<file path="src/rtl/mc_ctrl_pkg.sv">
// Shared encodings for the multi-cycle RV32I control unit:
// FSM states, opcodes, ALU operations and datapath mux selects.
package mc_ctrl_pkg;

    typedef enum logic [3:0] {
        S_FETCH,
        S_DECODE,
        S_MEMADR,
        S_MEMREAD,
        S_MEMWB,
        S_MEMWRITE,
        S_EXEC_R,
        S_EXEC_I,
        S_ALUWB,
        S_BRANCH,
        S_JAL,
        S_JALR,
        S_TRAP
    } state_e;

    typedef enum logic [1:0] {
        AOP_ADD,
        AOP_SUB,
        AOP_FUNCT
    } alu_op_e;

    localparam logic [6:0] OP_LOAD   = 7'b0000011;
    localparam logic [6:0] OP_STORE  = 7'b0100011;
    localparam logic [6:0] OP_R      = 7'b0110011;
    localparam logic [6:0] OP_I      = 7'b0010011;
    localparam logic [6:0] OP_LUI    = 7'b0110111;
    localparam logic [6:0] OP_BRANCH = 7'b1100011;
    localparam logic [6:0] OP_JAL    = 7'b1101111;
    localparam logic [6:0] OP_JALR   = 7'b1100111;

    localparam logic [3:0] ALU_ADD  = 4'd0;
    localparam logic [3:0] ALU_SUB  = 4'd1;
    localparam logic [3:0] ALU_AND  = 4'd2;
    localparam logic [3:0] ALU_OR   = 4'd3;
    localparam logic [3:0] ALU_XOR  = 4'd4;
    localparam logic [3:0] ALU_SLT  = 4'd5;
    localparam logic [3:0] ALU_SLL  = 4'd6;
    localparam logic [3:0] ALU_SRL  = 4'd7;
    localparam logic [3:0] ALU_SRA  = 4'd8;
    localparam logic [3:0] ALU_SLTU = 4'd9;

    localparam logic [2:0] IMM_I = 3'd0;
    localparam logic [2:0] IMM_S = 3'd1;
    localparam logic [2:0] IMM_B = 3'd2;
    localparam logic [2:0] IMM_J = 3'd3;
    localparam logic [2:0] IMM_U = 3'd4;

    localparam logic [1:0] RES_ALUOUT = 2'd0;
    localparam logic [1:0] RES_MEM    = 2'd1;
    localparam logic [1:0] RES_ALU    = 2'd2;

    localparam logic [1:0] SRCA_PC    = 2'd0;
    localparam logic [1:0] SRCA_OLDPC = 2'd1;
    localparam logic [1:0] SRCA_RS1   = 2'd2;
    localparam logic [1:0] SRCA_ZERO  = 2'd3;

    localparam logic [1:0] SRCB_RS2  = 2'd0;
    localparam logic [1:0] SRCB_IMM  = 2'd1;
    localparam logic [1:0] SRCB_FOUR = 2'd2;

    function automatic logic branch_taken(
        input logic [2:0] f3,
        input logic       z,
        input logic       lt,
        input logic       ltu
    );
        logic t;
        case (f3)
            3'b000:  t = z;
            3'b001:  t = !z;
            3'b100:  t = lt;
            3'b101:  t = !lt;
            3'b110:  t = ltu;
            3'b111:  t = !ltu;
            default: t = 1'b0;
        endcase
        return t;
    endfunction

endpackage

</file>
<file path="src/rtl/mc_alu_decoder.sv">
// Combinational ALU decoder: operation class plus funct fields
// to the shared ALU's operation code.
import mc_ctrl_pkg::*;

module mc_alu_decoder #(
    parameter int ALU_CTRL_W = 4
) (
    input  alu_op_e               alu_op_i,
    input  logic [2:0]            funct3_i,
    input  logic                  funct7b5_i,
    input  logic                  op5_i,
    output logic [ALU_CTRL_W-1:0] alu_ctrl_o
);

    logic [3:0] code;

    always_comb begin
        code = ALU_ADD;
        case (alu_op_i)
            AOP_SUB: code = ALU_SUB;
            AOP_FUNCT: begin
                case (funct3_i)
                    // op5 separates R-type from immediates: ADDI never subtracts
                    3'b000: code = (op5_i && funct7b5_i) ? ALU_SUB : ALU_ADD;
                    3'b001: code = ALU_SLL;
                    3'b010: code = ALU_SLT;
                    3'b011: code = ALU_SLTU;
                    3'b100: code = ALU_XOR;
                    3'b101: code = funct7b5_i ? ALU_SRA : ALU_SRL;
                    3'b110: code = ALU_OR;
                    default: code = ALU_AND;
                endcase
            end
            default: code = ALU_ADD;
        endcase
    end

    assign alu_ctrl_o = ALU_CTRL_W'(code);

endmodule

</file>
<file path="src/rtl/multicycle_control.sv">
// Multi-cycle RV32I control FSM sequencing fetch/decode/execute/
// memory/writeback over one shared memory port with a ready handshake.
import mc_ctrl_pkg::*;

module multicycle_control #(
    parameter int ALU_CTRL_W = 4,
    parameter int EXT_BRANCH = 1
) (
    input  logic                  clk,
    input  logic                  rst_n,
    input  logic [31:0]           instr_i,
    input  logic                  zero_i,
    input  logic                  lt_i,
    input  logic                  ltu_i,
    input  logic                  mem_ready_i,
    output logic                  mem_req_o,
    output logic                  mem_write_o,
    output logic                  adr_src_o,
    output logic                  ir_write_o,
    output logic                  pc_write_o,
    output logic                  reg_write_o,
    output logic [1:0]            result_src_o,
    output logic [1:0]            alu_src_a_o,
    output logic [1:0]            alu_src_b_o,
    output logic [2:0]            imm_src_o,
    output logic [ALU_CTRL_W-1:0] alu_ctrl_o,
    output logic                  retire_o,
    output logic                  illegal_o
);

    state_e     state_q, state_d;
    alu_op_e    alu_op;
    logic [6:0] opcode;
    logic [2:0] funct3;
    logic       br_legal;
    logic       unused_instr;

    assign opcode = instr_i[6:0];
    assign funct3 = instr_i[14:12];
    assign unused_instr = ^{instr_i[31], instr_i[29:15], instr_i[11:7]};

    assign br_legal = (EXT_BRANCH != 0) ? (funct3[2:1] != 2'b01)
                                        : (funct3[2:1] == 2'b00);

    mc_alu_decoder #(.ALU_CTRL_W(ALU_CTRL_W)) u_alu_dec (
        .alu_op_i   (alu_op),
        .funct3_i   (funct3),
        .funct7b5_i (instr_i[30]),
        .op5_i      (opcode[5]),
        .alu_ctrl_o (alu_ctrl_o)
    );

    always_ff @(posedge clk or negedge rst_n) begin
        if (!rst_n) state_q <= S_FETCH;
        else        state_q <= state_d;
    end

    always_comb begin
        state_d      = state_q;
        mem_req_o    = 1'b0;
        mem_write_o  = 1'b0;
        adr_src_o    = 1'b0;
        ir_write_o   = 1'b0;
        pc_write_o   = 1'b0;
        reg_write_o  = 1'b0;
        result_src_o = RES_ALUOUT;
        alu_src_a_o  = SRCA_PC;
        alu_src_b_o  = SRCB_RS2;
        imm_src_o    = IMM_I;
        alu_op       = AOP_ADD;
        retire_o     = 1'b0;
        illegal_o    = 1'b0;
        unique case (state_q)
            S_FETCH: begin
                mem_req_o    = 1'b1;
                alu_src_b_o  = SRCB_FOUR;
                result_src_o = RES_ALU;
                if (mem_ready_i) begin
                    ir_write_o = 1'b1;
                    pc_write_o = 1'b1;
                    state_d    = S_DECODE;
                end
            end
            S_DECODE: begin
                alu_src_a_o = SRCA_OLDPC;
                alu_src_b_o = SRCB_IMM;
                imm_src_o   = IMM_B;
                // Jumps precompute their target into ALUOut here
                case (opcode)
                    OP_LOAD, OP_STORE: state_d = S_MEMADR;
                    OP_R:              state_d = S_EXEC_R;
                    OP_I, OP_LUI:      state_d = S_EXEC_I;
                    OP_BRANCH: state_d = br_legal ? S_BRANCH : S_TRAP;
                    OP_JAL: begin
                        imm_src_o = IMM_J;
                        state_d   = S_JAL;
                    end
                    OP_JALR: begin
                        alu_src_a_o = SRCA_RS1;
                        imm_src_o   = IMM_I;
                        state_d     = S_JALR;
                    end
                    default: state_d = S_TRAP;
                endcase
            end
            S_MEMADR: begin
                alu_src_a_o = SRCA_RS1;
                alu_src_b_o = SRCB_IMM;
                imm_src_o   = opcode[5] ? IMM_S : IMM_I;
                state_d     = opcode[5] ? S_MEMWRITE : S_MEMREAD;
            end
            S_MEMREAD: begin
                mem_req_o = 1'b1;
                adr_src_o = 1'b1;
                if (mem_ready_i) state_d = S_MEMWB;
            end
            S_MEMWB: begin
                result_src_o = RES_MEM;
                reg_write_o  = 1'b1;
                retire_o     = 1'b1;
                state_d      = S_FETCH;
            end
            S_MEMWRITE: begin
                mem_req_o   = 1'b1;
                adr_src_o   = 1'b1;
                mem_write_o = 1'b1;
                if (mem_ready_i) begin
                    retire_o = 1'b1;
                    state_d  = S_FETCH;
                end
            end
            S_EXEC_R: begin
                alu_src_a_o = SRCA_RS1;
                alu_op      = AOP_FUNCT;
                state_d     = S_ALUWB;
            end
            S_EXEC_I: begin
                alu_src_b_o = SRCB_IMM;
                if (opcode == OP_LUI) begin
                    alu_src_a_o = SRCA_ZERO;
                    imm_src_o   = IMM_U;
                end else begin
                    alu_src_a_o = SRCA_RS1;
                    alu_op      = AOP_FUNCT;
                end
                state_d = S_ALUWB;
            end
            S_ALUWB: begin
                reg_write_o = 1'b1;
                retire_o    = 1'b1;
                state_d     = S_FETCH;
            end
            S_BRANCH: begin
                alu_src_a_o = SRCA_RS1;
                alu_op      = AOP_SUB;
                pc_write_o  = branch_taken(funct3, zero_i, lt_i, ltu_i);
                retire_o    = 1'b1;
                state_d     = S_FETCH;
            end
            S_JAL, S_JALR: begin
                alu_src_a_o = SRCA_OLDPC;
                alu_src_b_o = SRCB_FOUR;
                pc_write_o  = 1'b1;
                state_d     = S_ALUWB;
            end
            S_TRAP: illegal_o = 1'b1;
            default: state_d = S_FETCH;
        endcase
        // Reset must not let the FETCH state leak a write mid-assertion
        if (!rst_n) begin
            ir_write_o  = 1'b0;
            pc_write_o  = 1'b0;
            reg_write_o = 1'b0;
            mem_write_o = 1'b0;
            retire_o    = 1'b0;
        end
    end

endmodule

</file>
<file path="config.mk">
export PLATFORM = sky130hd
export DESIGN_NAME = multicycle_control
export DESIGN_NICKNAME = d
export VERILOG_FILES = /design/src/rtl/mc_ctrl_pkg.sv /design/src/rtl/mc_alu_decoder.sv /design/src/rtl/multicycle_control.sv
export SDC_FILE = /design/constraint.sdc
export NUM_CORES = 1
export LEC_CHECK = 0
export BUFFER_PORTS_ARGS = -buffer_cell sky130_fd_sc_hd__buf_2
export CAP_MARGIN = 20
export CORE_MARGIN = 4
export CORE_UTILIZATION = 40
export DETAILED_ROUTE_END_ITERATION = 10
export GPL_TIMING_DRIVEN = 0
export HOLD_SLACK_MARGIN = 0.1
export PLACE_DENSITY = 0.84
export SYNTH_ARGS = -nofsm -noshare
export SYNTH_HDL_FRONTEND = slang
export SYNTH_SLANG_ARGS = --single-unit
</file>
<file path="constraint.sdc">
create_clock -name clk -period 2.4 [get_ports clk]
set_clock_uncertainty 0.15 [all_clocks]
set_input_delay 0.24 -clock clk [delete_from_list [all_inputs] [get_ports clk]]
set_output_delay 0.24 -clock clk [all_outputs]
set_load 0.02 [all_outputs]
</file>
==> impl_metrics.tcl <==
set metrics [dict create \
    run_status "complete, no violations" \
    largest_reg_flops 4 \
    synth-simple-area-share_pct 42.0 \
    setup_viol 0 \
    worstSetupPathType "flop to output pin" \
    cp-end-kind "output pin" \
    dr.first_iter.drc_count 48 \
    drive_gt1_share_pct 41.3 \
    max_root_sink_buffers 2 \
    cts.reportedPaths.clkPinSlew_ps 40 \
    reg.largest.list "state_q (4)" \
    cpPeakStageDelay_ps 310 \
    hp-class "input port to asynchronous set/reset pin" \
    postSynthCellCount 129 \
    final_antenna_net_count 0 \
    worst_r2r_endpoint "state_q[0]" \
    grtUsageTotal_pct 20.0 \
    h-tree-depth 1 \
    vias_in_the_first_global_route 1079 \
    grt_overflow 0 \
    synthMuxAreaShare_pct 3.46 \
    detail_placement_hpwl_mm 2.04 \
    fill_cells 194 \
    postLayoutCellArea_um2 1220 \
    worst_skew_pair.late_latency_ps 240 \
    r2r_start "state_q[2]" \
    grt_antenna_before_repair 0 \
    synth_ff_type "dfrtp_1" \
    rsz0062_at_grt "true" \
    detail_route.vias_per_cell 5.83 \
    pin_count_of_the_biggest_net_entering_global_routing 11 \
    gp_routability_congestion 0.945 \
    worst-r2r-cell-count 6 \
    async_flop_share_pct 100 \
    tritoncts_buffers 3 \
    ff2ff_setup_slack_ps 870 \
    critPathLaunchType "flop" \
    placed_cell_area_um2 1090 \
    layout_overhead_on_the_synthesized_area_pct 41.0 \
    post_synth_num_cell_types 49 \
    pwr_density_cell_nw_per_um2 687 \
    std_cell_rows 16 \
    maxSlewHeadroom_pct 79.5 \
    core_region_area_um2 2000 \
    tightestPinTransition_ps 307 \
    grt_pass1_wl_mm 4.48 \
    report.final.hold_viol_count 0 \
    synth_xor_xnor_area_share_pct 4.04 \
    post-route-drc-count 0 \
    routed_wl_mm 2.68 \
    vdd_drop_max_uv 442 \
    area_fraction_in_compound_gates_after_synthesis_pct 26.7 \
    drv.max_cap_violation_count 0 \
    synth_fa_ha_area_share_pct 2.89 \
    die_x_um 54.6 \
    portBuffers 34 \
    tritoncts "yes" \
    synth.net_count 169 \
    yosys_warnings 0 \
    max_flop_register "state_q" \
    top_level_ports 59 \
    final_nets 214 \
    mapped_cell_area_um2 867 \
    cp.arrival_ps 1980 \
    report.final.slew_viol_count 0 \
    crit_path_top_delay_cell "dfrtp_1" \
    static-leakage-power_uw 0.000594 \
    path_cells "buf_2 -> inv_1 -> nor2_2 -> nand3_4 -> inv_2 -> ha_4 -> nand2b_4 -> a311oi_2 -> buf_4" \
    ys_seq_area_share_pct 11.5 \
    synth_area_per_cell_um2 6.72 \
    die-area_um2 2980 \
    initial_utilization_pct 43.3 \
    setup_tns_final_ps 0 \
    synth-edff-count 0 \
    synth_top_family_by_area "simple AND/OR/NAND/NOR gates" \
    postSynthRegisterBits 4 \
    path_max_fanout 8 \
    cts_num_sinks 4 \
    required_ps 2010 \
    drt_first_pass_iters 6 \
    die-height_um 54.6 \
    vias 1160 \
    finalCritPeriodShare_pct 98.6 \
    antenna_cells_inserted 0 \
    avgRoutedWirePerCell_um 13.5 \
    timing.fmax_ghz 0.423 \
    minimum_clock_period_ps 2370 \
    clock_root_buffer "clkbuf_4" \
]
-- worst max path at each step --
stage,from,endpoint,cells after the start
floorplan,state_q[0],alu_ctrl_o[2],7
detailed placement,instr_i[3],alu_ctrl_o[2],9
global route,state_q[2],alu_ctrl_o[2],9
CTS,state_q[1],alu_ctrl_o[2],8
global placement,instr_i[3],alu_ctrl_o[2],9
finish,state_q[2],alu_ctrl_o[2],9
-- cell usage in the layout, fill, tap and decap left out, drive strengths merged, types with 3 or more instances in the layout --
cell type / n
nand3b: 4
dfrtp: 4
inv: 8
xnor2: 3
mux2i: 3
o21ai: 6
and3: 3
buf: 44
clkbuf: 8
nand2: 12
nor2: 16
nand2b: 6
nor3: 6
a21oi: 9
-- through the flow --
| stage | instances | util, % | setup WS (ps) | hold slack [ps] | power (µW) |
|---|---|---|---|---|---|
| 3_5_place_dp | 190 | 54.3 | -217 | -71.8 | 690 |
| 6_report | 199 | 61.1 | 33.8 | 213 | 840 |
| 5_1_grt | 199 | 61.1 | -77.9 | 224 | 916 |
| 3_3_place_gp | 190 | 54.3 | -198 | -72.3 | 678 |
| 2_1_floorplan | 129 | - | -12.7 | -206 | 524 |
| 4_1_cts | 198 | 59.3 | 2.85 | 225 | 808 |
-- power breakdown --
part           internal, µW  switching [µW]  total, µW
registers              85.3            14.4       99.7
logic                   246             404        651
clock network          56.4            33.4       89.8
-- repair_timing --
action	in CTS	in global routing
setup endpoints to repair	4	4
resized for setup	8	10
hold buffers	1	0
hold endpoints to repair	4	0
pin swaps	3	2
setup buffers	4	1
-- kinds of logic after synthesis --
| logic type | after synthesis |
|---|---|
| and+or+nand+nor | 64 |
| AOI/OAI and AO/OA | 34 |
| buffers and inverters | 18 |
| xor gates and xnor gates | 4 |
| DFF | 4 |
| muxes | 3 |
| adders and majority gates | 2 |
-- metal layers --
layer  track usage (%)  wire length, µm
met5                 0                0
met1              24.4             1100
met4              7.88               31
met2              35.9             1330
met3              1.63              210
-- worst max-delay path, delay by kind of cell, from the launching register on --
kind | cells | cell delay, ps
flip-flops | 1 | 310
adder cells (fa/ha/maj) | 1 | 190
AO/OA/AOI/OAI | 1 | 190
buffers and inverters | 4 | 560
AND/OR/NAND/NOR | 3 | 490
-- synth_stat cells (all sizes together), types with 2 or more instances --
cell / count / area, µm²
o21ai: 6 / 30.0
nand3: 2 / 10.0
nor2b: 2 / 12.5
and3b: 2 / 18.8
nand2b: 6 / 45.0
ha: 2 / 25.0
nand3b: 4 / 30.0
nor3b: 2 / 15.0
buf: 9 / 47.6
nor2: 16 / 60.1
nor3: 6 / 30.0
mux2i: 3 / 30.0
a31oi: 2 / 12.5
a311oi: 2 / 17.5
a21oi: 9 / 45.0
xnor2: 3 / 26.3
dfrtp: 4 / 100
inv: 8 / 30.0
nand2: 12 / 45.0
or2: 2 / 12.5
and3: 3 / 18.8
-- cell type report --
type / count / area, µm² / share of cell area (%)
well taps: 27 / 33.8 / 2.76
multi-input cells: 107 / 749 / 61.3
repair buffers: 40 / 225 / 18.4
plain buffers: 10 / 61.3 / 5.02
clock buffers: 3 / 22.5 / 1.84
flip-flops and latches: 4 / 100 / 8.19
inverters: 8 / 30.0 / 2.46
Note: power is estimated with default switching activity, not from simulation.
